$ cat src/rtl/stereo_fft_scheduler_pkg.sv
// Shared types and constants for the stereo FFT scheduler.
// Channel encoding doubles as the OutCh / GrantCh value.
package stereo_fft_scheduler_pkg;

    typedef enum logic [2:0] {
        S_IDLE,
        S_START,
        S_CAPTURE,
        S_FFT_WAIT,
        S_RD_WAIT,
        S_READOUT,
        S_DRAIN
    } state_t;

    localparam logic CH_L = 1'b0;
    localparam logic CH_R = 1'b1;

    localparam int Q_LATENCY = 3;

    // On a tie the channel not served last wins.
    function automatic logic pickChannel(
        input logic reqL,
        input logic reqR,
        input logic lastServed
    );
        if (reqL && reqR) begin
            return ~lastServed;
        end
        return reqR ? CH_R : CH_L;
    endfunction

endpackage

$ cat src/rtl/stereo_fft_scheduler_tagger.sv
// Readout address counter plus the {valid, bin, last} delay line
// that lines tags up with compiler Q data, then registers the bin.
module fft_read_tagger
    import stereo_fft_scheduler_pkg::*;
#(
    parameter int bw_fftp   = 12,
    parameter int bw_data   = 18,
    parameter int read_bins = 2048,
    parameter int q_latency = Q_LATENCY
) (
    input  logic               Clock,
    input  logic               Reset,
    input  logic               Run,
    output logic [bw_fftp-1:0] ReadAddr,
    output logic               IssueLast,
    input  logic [bw_data-1:0] QRe,
    input  logic [bw_data-1:0] QIm,
    output logic               OutValid,
    output logic [bw_fftp-1:0] OutBin,
    output logic [bw_data-1:0] OutRe,
    output logic [bw_data-1:0] OutIm,
    output logic               OutLast
);

    localparam logic [bw_fftp-1:0] LastAddr = bw_fftp'(read_bins - 1);

    logic [q_latency-1:0]              tagValid;
    logic [q_latency-1:0]              tagLast;
    logic [q_latency-1:0][bw_fftp-1:0] tagBin;
    logic                              tapValid;

    assign IssueLast = Run && (ReadAddr == LastAddr);
    assign tapValid  = tagValid[q_latency-1];

    always_ff @(posedge Clock) begin
        if (Reset || IssueLast) begin
            ReadAddr <= '0;
        end else if (Run) begin
            ReadAddr <= ReadAddr + 1'b1;
        end
    end

    always_ff @(posedge Clock) begin
        if (Reset) begin
            tagValid <= '0;
            tagLast  <= '0;
            tagBin   <= '0;
        end else begin
            tagValid[0] <= Run;
            tagLast[0]  <= IssueLast;
            tagBin[0]   <= ReadAddr;
            for (int i = 1; i < q_latency; i++) begin
                tagValid[i] <= tagValid[i-1];
                tagLast[i]  <= tagLast[i-1];
                tagBin[i]   <= tagBin[i-1];
            end
        end
    end

    // Last tap is aligned with the compiler's Q for that address.
    always_ff @(posedge Clock) begin
        if (Reset) begin
            OutValid <= 1'b0;
            OutLast  <= 1'b0;
            OutBin   <= '0;
            OutRe    <= '0;
            OutIm    <= '0;
        end else begin
            OutValid <= tapValid;
            OutLast  <= tapValid && tagLast[q_latency-1];
            OutBin   <= tapValid ? tagBin[q_latency-1] : '0;
            OutRe    <= tapValid ? QRe : '0;
            OutIm    <= tapValid ? QIm : '0;
        end
    end

endmodule

$ cat src/rtl/stereo_fft_scheduler.sv
// Time-shares one FFT compiler between left and right channels:
// arbitrate, capture, wait for the transform, stream the half-spectrum.
module stereo_fft_scheduler
    import stereo_fft_scheduler_pkg::*;
#(
    parameter int bw_fftp    = 12,
    parameter int bw_data    = 18,
    parameter int read_bins  = 2048,
    parameter int q_latency  = Q_LATENCY,
    parameter int bw_timeout = 20
) (
    input  logic               Clock,
    input  logic               Reset,
    input  logic               FrameReq_L,
    input  logic               FrameReq_R,
    input  logic               SampleCE,
    input  logic [15:0]        InData_L,
    input  logic [15:0]        InData_R,
    input  logic               SinkReady,
    output logic               FrameAck_L,
    output logic               FrameAck_R,
    output logic               FFT_Start,
    output logic               FFT_CEInput,
    output logic [15:0]        FFT_InData,
    output logic [bw_fftp-1:0] FFT_ReadAddr,
    input  logic               FFT_InputEnd,
    input  logic               FFT_FFTEnd,
    input  logic               FFT_ReadAddrValid,
    input  logic [bw_data-1:0] FFT_Q_Re,
    input  logic [bw_data-1:0] FFT_Q_Im,
    output logic               OutValid,
    output logic               OutCh,
    output logic [bw_fftp-1:0] OutBin,
    output logic [bw_data-1:0] OutRe,
    output logic [bw_data-1:0] OutIm,
    output logic               OutLast,
    output logic               Busy,
    output logic               Error
);

    state_t                  state;
    state_t                  stateNext;
    logic                    grantCh;
    logic                    lastServed;
    logic                    anyReq;
    logic                    issueLast;
    logic                    wdFull;
    logic [bw_timeout-1:0]   wdCount;

    assign anyReq = FrameReq_L || FrameReq_R;
    assign wdFull = &wdCount;
    assign OutCh  = grantCh;

    fft_read_tagger #(
        .bw_fftp  (bw_fftp),
        .bw_data  (bw_data),
        .read_bins(read_bins),
        .q_latency(q_latency)
    ) u_tagger (
        .Clock    (Clock),
        .Reset    (Reset),
        .Run      (state == S_READOUT),
        .ReadAddr (FFT_ReadAddr),
        .IssueLast(issueLast),
        .QRe      (FFT_Q_Re),
        .QIm      (FFT_Q_Im),
        .OutValid (OutValid),
        .OutBin   (OutBin),
        .OutRe    (OutRe),
        .OutIm    (OutIm),
        .OutLast  (OutLast)
    );

    always_ff @(posedge Clock) begin
        if (Reset) begin
            state <= S_IDLE;
        end else begin
            state <= stateNext;
        end
    end

    // Awaited pulses take priority over watchdog expiry.
    always_comb begin
        stateNext = state;
        unique case (state)
            S_IDLE:     if (anyReq) stateNext = S_START;
            S_START:    stateNext = S_CAPTURE;
            S_CAPTURE: begin
                if (FFT_InputEnd)  stateNext = S_FFT_WAIT;
                else if (wdFull)   stateNext = S_IDLE;
            end
            S_FFT_WAIT: begin
                if (FFT_FFTEnd)    stateNext = S_RD_WAIT;
                else if (wdFull)   stateNext = S_IDLE;
            end
            S_RD_WAIT: begin
                if (FFT_ReadAddrValid && SinkReady) begin
                    stateNext = S_READOUT;
                end
            end
            S_READOUT:  if (issueLast) stateNext = S_DRAIN;
            S_DRAIN:    if (OutLast) stateNext = S_IDLE;
            default:    stateNext = S_IDLE;
        endcase
    end

    always_comb begin
        Busy        = (state != S_IDLE);
        FFT_Start   = (state == S_START);
        FFT_CEInput = 1'b0;
        FFT_InData  = 16'd0;
        FrameAck_L  = 1'b0;
        FrameAck_R  = 1'b0;
        Error       = 1'b0;
        unique case (state)
            S_CAPTURE: begin
                FFT_CEInput = SampleCE;
                FFT_InData  = grantCh ? InData_R : InData_L;
                Error       = wdFull && !FFT_InputEnd;
            end
            S_FFT_WAIT: Error = wdFull && !FFT_FFTEnd;
            S_DRAIN: begin
                FrameAck_L = OutLast && (grantCh == CH_L);
                FrameAck_R = OutLast && (grantCh == CH_R);
            end
            default: ;
        endcase
    end

    always_ff @(posedge Clock) begin
        if (Reset) begin
            grantCh    <= CH_L;
            lastServed <= CH_R;
        end else begin
            if (state == S_IDLE && anyReq) begin
                grantCh <= pickChannel(FrameReq_L, FrameReq_R, lastServed);
            end
            if (state == S_DRAIN && OutLast) begin
                lastServed <= grantCh;
            end
        end
    end

    // Only capture and transform time are bounded; sink stalls are legal.
    always_ff @(posedge Clock) begin
        if (Reset || state != stateNext) begin
            wdCount <= '0;
        end else if (state == S_CAPTURE || state == S_FFT_WAIT) begin
            wdCount <= wdCount + 1'b1;
        end
    end

endmodule

$ cat config.mk
export PLATFORM = sky130hd
export DESIGN_NAME = stereo_fft_scheduler
export DESIGN_NICKNAME = d
export VERILOG_FILES = /design/src/rtl/stereo_fft_scheduler_pkg.sv /design/src/rtl/stereo_fft_scheduler_tagger.sv /design/src/rtl/stereo_fft_scheduler.sv
export SDC_FILE = /design/constraint.sdc
export NUM_CORES = 1
export LEC_CHECK = 0
export CELL_PAD_IN_SITES_DETAIL_PLACEMENT = 1
export CELL_PAD_IN_SITES_GLOBAL_PLACEMENT = 2
export CORE_ASPECT_RATIO = 1.1
export CORE_MARGIN = 2
export CORE_UTILIZATION = 29
export CTS_CLUSTER_SIZE = 12
export DETAILED_ROUTE_END_ITERATION = 16
export MAX_ROUTING_LAYER = met4
export PLACE_DENSITY = 0.8
export SETUP_SLACK_MARGIN = 0.15
export SYNTH_ARGS = -nofsm -noshare
export SYNTH_HDL_FRONTEND = slang
export SYNTH_SLANG_ARGS = --single-unit
$ cat constraint.sdc
create_clock -name Clock -period 5 [get_ports Clock]
set_input_delay 1 -clock Clock [delete_from_list [all_inputs] [get_ports Clock]]
set_output_delay 1 -clock Clock [all_outputs]
set_load 0.005 [all_outputs]
==> impl_metrics.tcl, run 1 <==
set metrics [dict create \
    crit_chain "nor2b_1 > nand2b_1 > o21a_1 > nor2_1 > clkdlybuf4s50_1" \
    ys_seq_elements 129 \
    cts_buffer_depth 2 \
    fmax_mhz 250 \
    final-seq-area_sq_mm 0.00258 \
    fill_cells 1733 \
    grt.busiest_layer "met2" \
    ys.flop_type "dfxtp_1" \
    power_per_cell_area_mw_per_mm2 352 \
    hp-class "reg2reg" \
    cts_buffers 17 \
    drc_errors 0 \
    drv_slew 0 \
    cp-end-kind "output pin" \
    antenna_cells 0 \
    cts_resized 0 \
    dpl.hpwl_um 8260 \
    yosysTopAreaCell "dfxtp_1" \
    grt_start_max_net_pins 52 \
    fin_util_pct 44.6 \
    cpPeakStageDelay_ns 0.58 \
    clk_latency_ns 0.41 \
    die-area_sq_mm 0.0172 \
    setup_viol 0 \
    syn_avg_cell_area_sq_um 10.4 \
    grt_setup_unrepaired "false" \
    synth_commonest_cells "dfxtp_1, and2_1, nor2_1" \
    hold_ws_ns 0.426 \
    grt_first_pass_wirelength_um 18700 \
    io_pins 162 \
    min_period_ns 3.99 \
    netlist.area_leader.share_pct 55.2 \
    critPathLaunch "state[1]" \
    leakagePower_nw 2.58 \
    routed_wl_um 11300 \
    setup_tns_ns 0 \
    synth-simple-area-share_pct 25.8 \
    async_flop_share_pct 0 \
    initial_core_util_pct 29.7 \
    ir_drop_uv 260 \
    fin_nets 688 \
    crit_slowest_cell "dfxtp_1" \
    clkTransAtPathRegs_ns 0.06 \
    die_w_um 125 \
    synth_top_family_by_area "simple AND/OR/NAND/NOR gates" \
    yosys_warnings 0 \
    via_per_inst 4.42 \
    path_class "reg2out" \
    cts_setup_buffers 0 \
    core_sq_mm 0.0157 \
    mappedNetlistArea_sq_mm 0.00468 \
    worst_pin_slew_ns 1.12 \
    grt_pass1_vias 3875 \
    synthCells 451 \
    synth_edf_count 0 \
    cts_tree "yes" \
    multi_input_area_sq_mm 0.00194 \
    synth-xor-area-share_pct 5.43 \
    startpoint_type "flip-flop" \
    synthTopCellsByArea "dfxtp_1, and2_1, nor2b_1, nor2_1, mux2i_1" \
    rows 48 \
    wl_per_cell_um 13.8 \
    clock_sinks 129 \
    met3_usage_pct 4.47 \
    met1_usage_pct 15.2 \
    worstHoldStart "u_tagger.tagLast[2]" \
    drtPass1Iterations 6 \
    cts_hold_buf 0 \
    synth_compound_area_share_pct 6.10 \
    reg2reg_from "state[1]" \
    io_buffers 161 \
    num_vias 3629 \
    fin_skew_ns 0.00488 \
    cp.buffers_inverters 1 \
    slew_headroom_pct 25.4 \
    fin_area_sq_mm 0.00702 \
    synth_seq_area_share_pct 55.2 \
    gr-total-overflow 0 \
    hold_viol 0 \
    critical-path-top-delay-family "simple AND/OR/NAND/NOR gates" \
    postPlaceCellArea_sq_mm 0.00643 \
    synthToLayoutAreaGrowth_pct 50.0 \
    final_layout_size_suffix_gt1_share_pct 8.70 \
    grt_usage_pct 14.2 \
    critPathMaxFanout 18 \
    required_ns 4.00 \
    finalPower_w 0.00247 \
    status "finished, final reports clean" \
    cap_viol_max_count 0 \
    synthAdderAreaFrac_pct 0.535 \
    antenna_left 0 \
    die_y_um 137 \
    synth_fp_nets 530 \
    synth_cell_types 46 \
    cts-root-buf "clkbuf_16" \
    synthMuxAreaShare_pct 3.64 \
    gp_congestion 0.775 \
    use_met2_pct 24.5 \
    antenna_found_initial 0 \
    worstPathArrival_ns 2.99 \
    drt-initial-drc-count 153 \
    htree_num_levels 4 \
    synth.most_common_cell "dfxtp_1" \
    timing.final.crit_share_pct 79.9 \
]
per-stage QoR:
stage               worst slack, ns  instances
floorplan                      2.62        451
global placement               1.50        790
detailed placement             1.41        790
CTS                           0.945        821
global route                  0.779        821
finish                         1.01        821
final cells by class:
cell class / instances / share of cell area (%)
clock buffer: 20 / 6.51
clock inverter: 11 / 1.87
inverter: 9 / 0.481
timing repair buffer: 163 / 23.1
multi-input combinational: 289 / 27.7
sequential: 129 / 36.8
tap: 200 / 3.57
final timing paths:
path	to	slack, ns	depth (start not counted)
max	Error	1.01	5
max reg2reg	wdCount[11]	2.25	5
min	u_tagger.OutLast	0.43	1
min reg2reg	u_tagger.OutLast	0.43	1
routing by layer:
layer | part of all wire, % | vias up
li1 | - | 1791
met1 | 42 | 1676
met2 | 49 | 145
met3 | 7.1 | 17
met4 | 1.8 | 0
met5 | 0 | -
cells in the final DEF, fill, tap and decap left out, drive strengths merged, types with 6 or more instances in the layout:
cell,instances
mux2i,17
nor2,53
clkdlybuf4s50,160
xnor2,10
clkbuf,20
a211oi,11
nand2,18
nand3,10
inv,11
and2,53
nor4,6
xor2,19
nor2b,41
nand4,10
dfxtp,129
nor3,6
sequential cells by signal, summed over array words and instances, names as in the netlist:
| register | count |
|---|---|
| u_tagger.OutRe | 18 |
| u_tagger.tagLast | 3 |
| u_tagger.OutIm | 18 |
| u_tagger.ReadAddr | 12 |
| lastServed | 1 |
| u_tagger.OutBin | 12 |
| u_tagger.tagValid | 3 |
| OutCh | 1 |
| u_tagger.OutLast | 1 |
| u_tagger.OutValid | 1 |
| wdCount | 20 |
| state | 3 |
| u_tagger.tagBin | 36 |
power breakdown:
part	switching (W)	leakage, nW	internal, W
Combinational	0.0000918	1.26	0.000119
Clock	0.000447	0.279	0.000761
Sequential	0.0000198	1.04	0.00103
logic make-up (layout without fill, tap and decap cells):
kind of cell / after synthesis / count (layout)
AOI/OAI and AO/OA: 33 / 33
DFF: 129 / 129
muxes: 17 / 17
and+or+nand+nor: 208 / 208
adders and majority gates: 2 / 2
buffers and inverters: 33 / 203
xor gates and xnor gates: 29 / 29
No activity file was read; power rests on OpenSTA's default activity.
==> run 2, diff against run 1 <==
CORE_UTILIZATION = 24   (was 29)
PLACE_DENSITY = 0.7   (was 0.8)
clock period = 3.35 ns   (was 5 ns; I/O delays follow)
==> impl_metrics.tcl, run 2 (synthesis gave the netlist of run 1 again) <==
set metrics [dict create \
    die_w_um 137 \
    io_buffers 161 \
    cp-end-kind "output pin" \
    p_switching_w 0.000844 \
    worstHoldStart "u_tagger.tagBin[33]" \
    hold_viol 0 \
    clkTransAtPathRegs_ns 0.06 \
    grt_pass1_vias 3769 \
    cpPeakStageDelay_ns 0.59 \
    final-seq-area_sq_mm 0.00258 \
    path_class "reg2out" \
    status "finished, final reports clean" \
    multi_input_area_sq_mm 0.00194 \
    io_pins 162 \
    cts_buffer_depth 2 \
    antenna_cells 0 \
    drv_slew 0 \
    fin_nets 692 \
    antenna_found_initial 0 \
    slew_headroom_pct 46.7 \
    grt_start_max_net_pins 50 \
    cp.buffers_inverters 2 \
    drc_errors 0 \
    crit_chain "nor2b_1 > nand2b_1 > buf_4 > nor2_1 > clkdlybuf4s50_1" \
    cp_num_cells 5 \
    num_vias 3597 \
    cts_tree "yes" \
    hold_depth 1 \
    fin_skew_ns 0.00858 \
    crit_slowest_cell "dfxtp_1" \
    top_register "u_tagger.tagBin" \
    grt_usage_pct 11.7 \
    hold_ws_ns 0.425 \
    htree_num_levels 4 \
    worst_pin_slew_ns 0.800 \
    reg2regPathDepth 6 \
    via_per_inst 4.13 \
    clock_sinks 129 \
    place_inst 841 \
    ir_drop_uv 345 \
    reg2reg_from "wdCount[0]" \
    drt-initial-drc-count 135 \
    timing.final.crit_share_pct 88.3 \
    final_common_cell "clkdlybuf4s50_1" \
    cts_buffers 17 \
    critPathLaunch "state[1]" \
    final_layout_size_suffix_gt1_share_pct 9.28 \
    cts_setup_buffers 0 \
    layout_common_cells "clkdlybuf4s50_1, dfxtp_1, and2_1, nor2_1, nor2b_1" \
    min_period_ns 2.96 \
    die_y_um 150 \
    drtPass1Iterations 4 \
    hp-class "reg2reg" \
    worstPathArrival_ns 2.29 \
    dpl.hpwl_um 8330 \
    routed_wl_um 11500 \
    cts_hold_buf 0 \
    gp_congestion 0.750 \
    antenna_left 0 \
    critPathMaxFanout 13 \
    switching_share_pct 21.6 \
    required_ns 2.68 \
    setup_viol 0 \
    wl_per_cell_um 13.2 \
    core_sq_mm 0.0191 \
    grt_setup_unrepaired "false" \
    critical-path-top-delay-family "buffers and inverters" \
    cts-root-buf "clkbuf_16" \
    die-area_sq_mm 0.0206 \
    leakagePower_nw 2.63 \
    cap_viol_max_count 0 \
    rows 53 \
    fmax_mhz 338 \
    p_int_w 0.00307 \
    setup_tns_ns 0 \
    postPlaceCellArea_sq_mm 0.00652 \
    largest_register_ffs 36 \
    gr-total-overflow 0 \
    grt_first_pass_wirelength_um 18300 \
    synthToLayoutAreaGrowth_pct 53.2 \
    startpoint_type "flip-flop" \
    p_comb_share_pct 8.6 \
    power_frac_seq_pct 39.9 \
    top_regs "u_tagger.tagBin (36), wdCount (20)" \
    cts_resized 0 \
    initial_core_util_pct 24.5 \
    fill_cells 2121 \
    power_frac_clock_pct 51.5 \
    fin_area_sq_mm 0.00717 \
    clk_latency_ns 0.41 \
    final-instance-count-excl-fill 872 \
    power_per_cell_area_mw_per_mm2 546 \
]
==> run 2: power by group through the flow <==
stage	registers (W)	logic, W	clock network (W)
final	0.00156	0.000338	0.00202
after global routing	0.00156	0.000370	0.00215
after global placement	0.00160	0.000340	0
after floorplan	0.00158	0.000179	0
after CTS	0.00156	0.000346	0.00209
after detailed placement	0.00160	0.000343	0
==> run 2: path summary, 6_finish.rpt <==
| kind | endpoint | slack (ns) |
|---|---|---|
| worst max-delay path | FFT_InData[2] | 0.39 |
| worst max register to register | wdCount[11] | 1.22 |
| worst min-delay path | u_tagger.OutBin[9] | 0.42 |
| worst min register to register | u_tagger.OutBin[9] | 0.42 |
==> run 2: layer usage <==
| metal | GRT usage, % | share of wire (%) | vias to the layer above |
|---|---|---|---|
| li1 | - | - | 1806 |
| met1 | 13.6 | 46 | 1638 |
| met2 | 18.9 | 46 | 141 |
| met3 | 3.84 | 7.2 | 12 |
| met4 | 4.33 | 1.3 | 0 |
| met5 | - | 0 | - |
==> run 2: final cells by class <==
cell class | count | area share [%]
sequential | 129 | 36.0
multi-input combinational | 289 | 27.1
timing repair buffer | 167 | 23.0
clock buffer | 19 | 6.18
tap | 247 | 4.31
clock inverter | 12 | 2.86
inverter | 9 | 0.471
==> run 2: metrics by stage <==
| stage | total power [W] | util, % | setup WS [ns] |
|---|---|---|---|
| finish | 0.00392 | 37.5 | 0.392 |
| global route | 0.00409 | 37.5 | 0.190 |
| CTS | 0.00399 | 37.5 | 0.341 |
| detailed placement | 0.00194 | 34.1 | 0.620 |
| global placement | 0.00194 | 34.1 | 0.601 |
| floorplan | 0.00176 | - | 1.40 |
==> run 3, diff against run 2 <==
CORE_UTILIZATION = 34   (was 24)
DONT_BUFFER_PORTS = 1   (was not set)
PLACE_DENSITY = 0.71   (was 0.7)
==> impl_metrics.tcl, run 3 (synthesis gave the netlist of run 1 again) <==
set metrics [dict create \
    slew_headroom_pct 30.5 \
    crit_chain "nor2b_1 > nand2b_2 > o21a_1 > nor2_1" \
    rows 44 \
    cpPeakStageDelay_ns 0.56 \
    drc_errors 0 \
    reg2reg_slack_ns 0.67 \
    htree_num_levels 4 \
    grt_setup_unrepaired "false" \
    antenna_found_initial 0 \
    cts_hold_buf 0 \
    hold_viol 0 \
    drtPass1Iterations 3 \
    dpl.hpwl_um 6430 \
    cts-root-buf "clkbuf_16" \
    layout_common_cells "dfxtp_1, and2_1, nor2_1" \
    num_vias 2998 \
    cts_setup_buffers 0 \
    worstPathArrival_ns 2.23 \
    clkTransAtPathRegs_ns 0.05 \
    cts_resized 0 \
    via_per_inst 4.65 \
    top_register "u_tagger.tagBin" \
    drv_slew 0 \
    hold_ws_ns 0.345 \
    cp.buffers_inverters 0 \
    grt_first_pass_wirelength_um 14800 \
    fin_skew_ns 0.00851 \
    finalPower_w 0.00349 \
    power_frac_seq_pct 45.1 \
    power_per_cell_area_mw_per_mm2 648 \
    clock_sinks 129 \
    top_regs "u_tagger.tagBin (36), wdCount (20)" \
    io_pins 162 \
    largest_register_ffs 36 \
    grt_start_max_net_pins 53 \
    setup_viol 0 \
    leakagePower_nw 1.99 \
    multi_input_area_sq_mm 0.00194 \
    switching_share_pct 21.9 \
    required_ns 2.68 \
    final-seq-area_sq_mm 0.00258 \
    hp-class "in2reg" \
    cts_buffers 17 \
    clk_latency_ns 0.41 \
    cts_tree "yes" \
    cap_viol_max_count 0 \
    gr-total-overflow 0 \
    worst_pin_slew_ns 1.04 \
    grt_usage_pct 13.4 \
    cts_buffer_depth 2 \
    fill_cells 1510 \
    status "finished, final reports clean" \
    die_y_um 127 \
    place_inst 614 \
    drt-initial-drc-count 111 \
    fin_nets 528 \
    core_sq_mm 0.0133 \
    final_common_cell "dfxtp_1" \
    initial_core_util_pct 35.1 \
    antenna_left 0 \
    final_layout_size_suffix_gt1_share_pct 11.7 \
    setup_tns_ns 0 \
    setup_slack_ns 0.449 \
    fmax_mhz 345 \
    die_w_um 116 \
    power_frac_clock_pct 50.2 \
    die-area_sq_mm 0.0147 \
    p_switching_w 0.000765 \
    startpoint_type "flip-flop" \
    io_buffers 0 \
    critical-path-top-delay-family "simple AND/OR/NAND/NOR gates" \
    grt_pass1_vias 2961 \
    critPathMaxFanout 18 \
    p_comb_share_pct 4.7 \
    pre_cts_slack_ns 0.675 \
    min_period_ns 2.90 \
    timing.final.crit_share_pct 86.6 \
    gp_congestion 0.782 \
    cp-end-kind "output pin" \
    wl_per_cell_um 14.2 \
    crit_slowest_cell "nor2b_1" \
    final-instance-count-excl-fill 645 \
    antenna_cells 0 \
    routed_wl_um 9190 \
    synthToLayoutAreaGrowth_pct 15.1 \
    path_class "reg2out" \
    ir_drop_uv 285 \
    p_int_w 0.00273 \
]
run 3: cell count changes in the layout (fill, tap and decap cells not counted), sizes merged:
cell           previous run  this run
clkinvlp                  2         3
clkdlybuf4s50           160         0
inv                      12         9
bufinv                    5         2
buf                       7         3
clkinv                    2         5
clkbuf                   19        21
run 3: final cells by class:
type                    count  area share [%]
flip-flops and latches    129            48.0
multi-input cells         289            36.1
clock buffers              21            8.55
well taps                 184            4.28
clock inverters            10            2.07
inverters                   9           0.627
repair buffers              3           0.418
run 3: final timing paths:
path	start	to	cells past startpoint
max	state[1]	Error	4
min reg2reg	u_tagger.tagBin[28]	u_tagger.OutBin[4]	1
min	Reset	u_tagger.tagBin[35]	1
max reg2reg	state[1]	wdCount[11]	5
run 3: power groups by stage:
stage               sequential, W  combinational (W)  clock, W
floorplan                 0.00158           0.000179         0
global placement          0.00160           0.000167         0
detailed placement        0.00161           0.000168         0
CTS                       0.00157           0.000169   0.00180
global route              0.00158           0.000183   0.00189
finish                    0.00157           0.000165   0.00175
run 3: stage by stage:
stage          instance area (sq um)  util [%]
2_1_floorplan                   4680         -
3_3_place_gp                    4810      36.1
3_5_place_dp                    4810      36.1
4_1_cts                         5380      40.4
5_1_grt                         5390      40.4
6_report                        5390      40.4
run 3: layer usage:
metal	vias to the layer above	share of wire, %	track usage, %
li1	1473	-	-
met1	1410	40	14.1
met2	105	52	22.5
met3	10	7.0	5.46
met4	0	1.3	5.25
met5	-	0	-
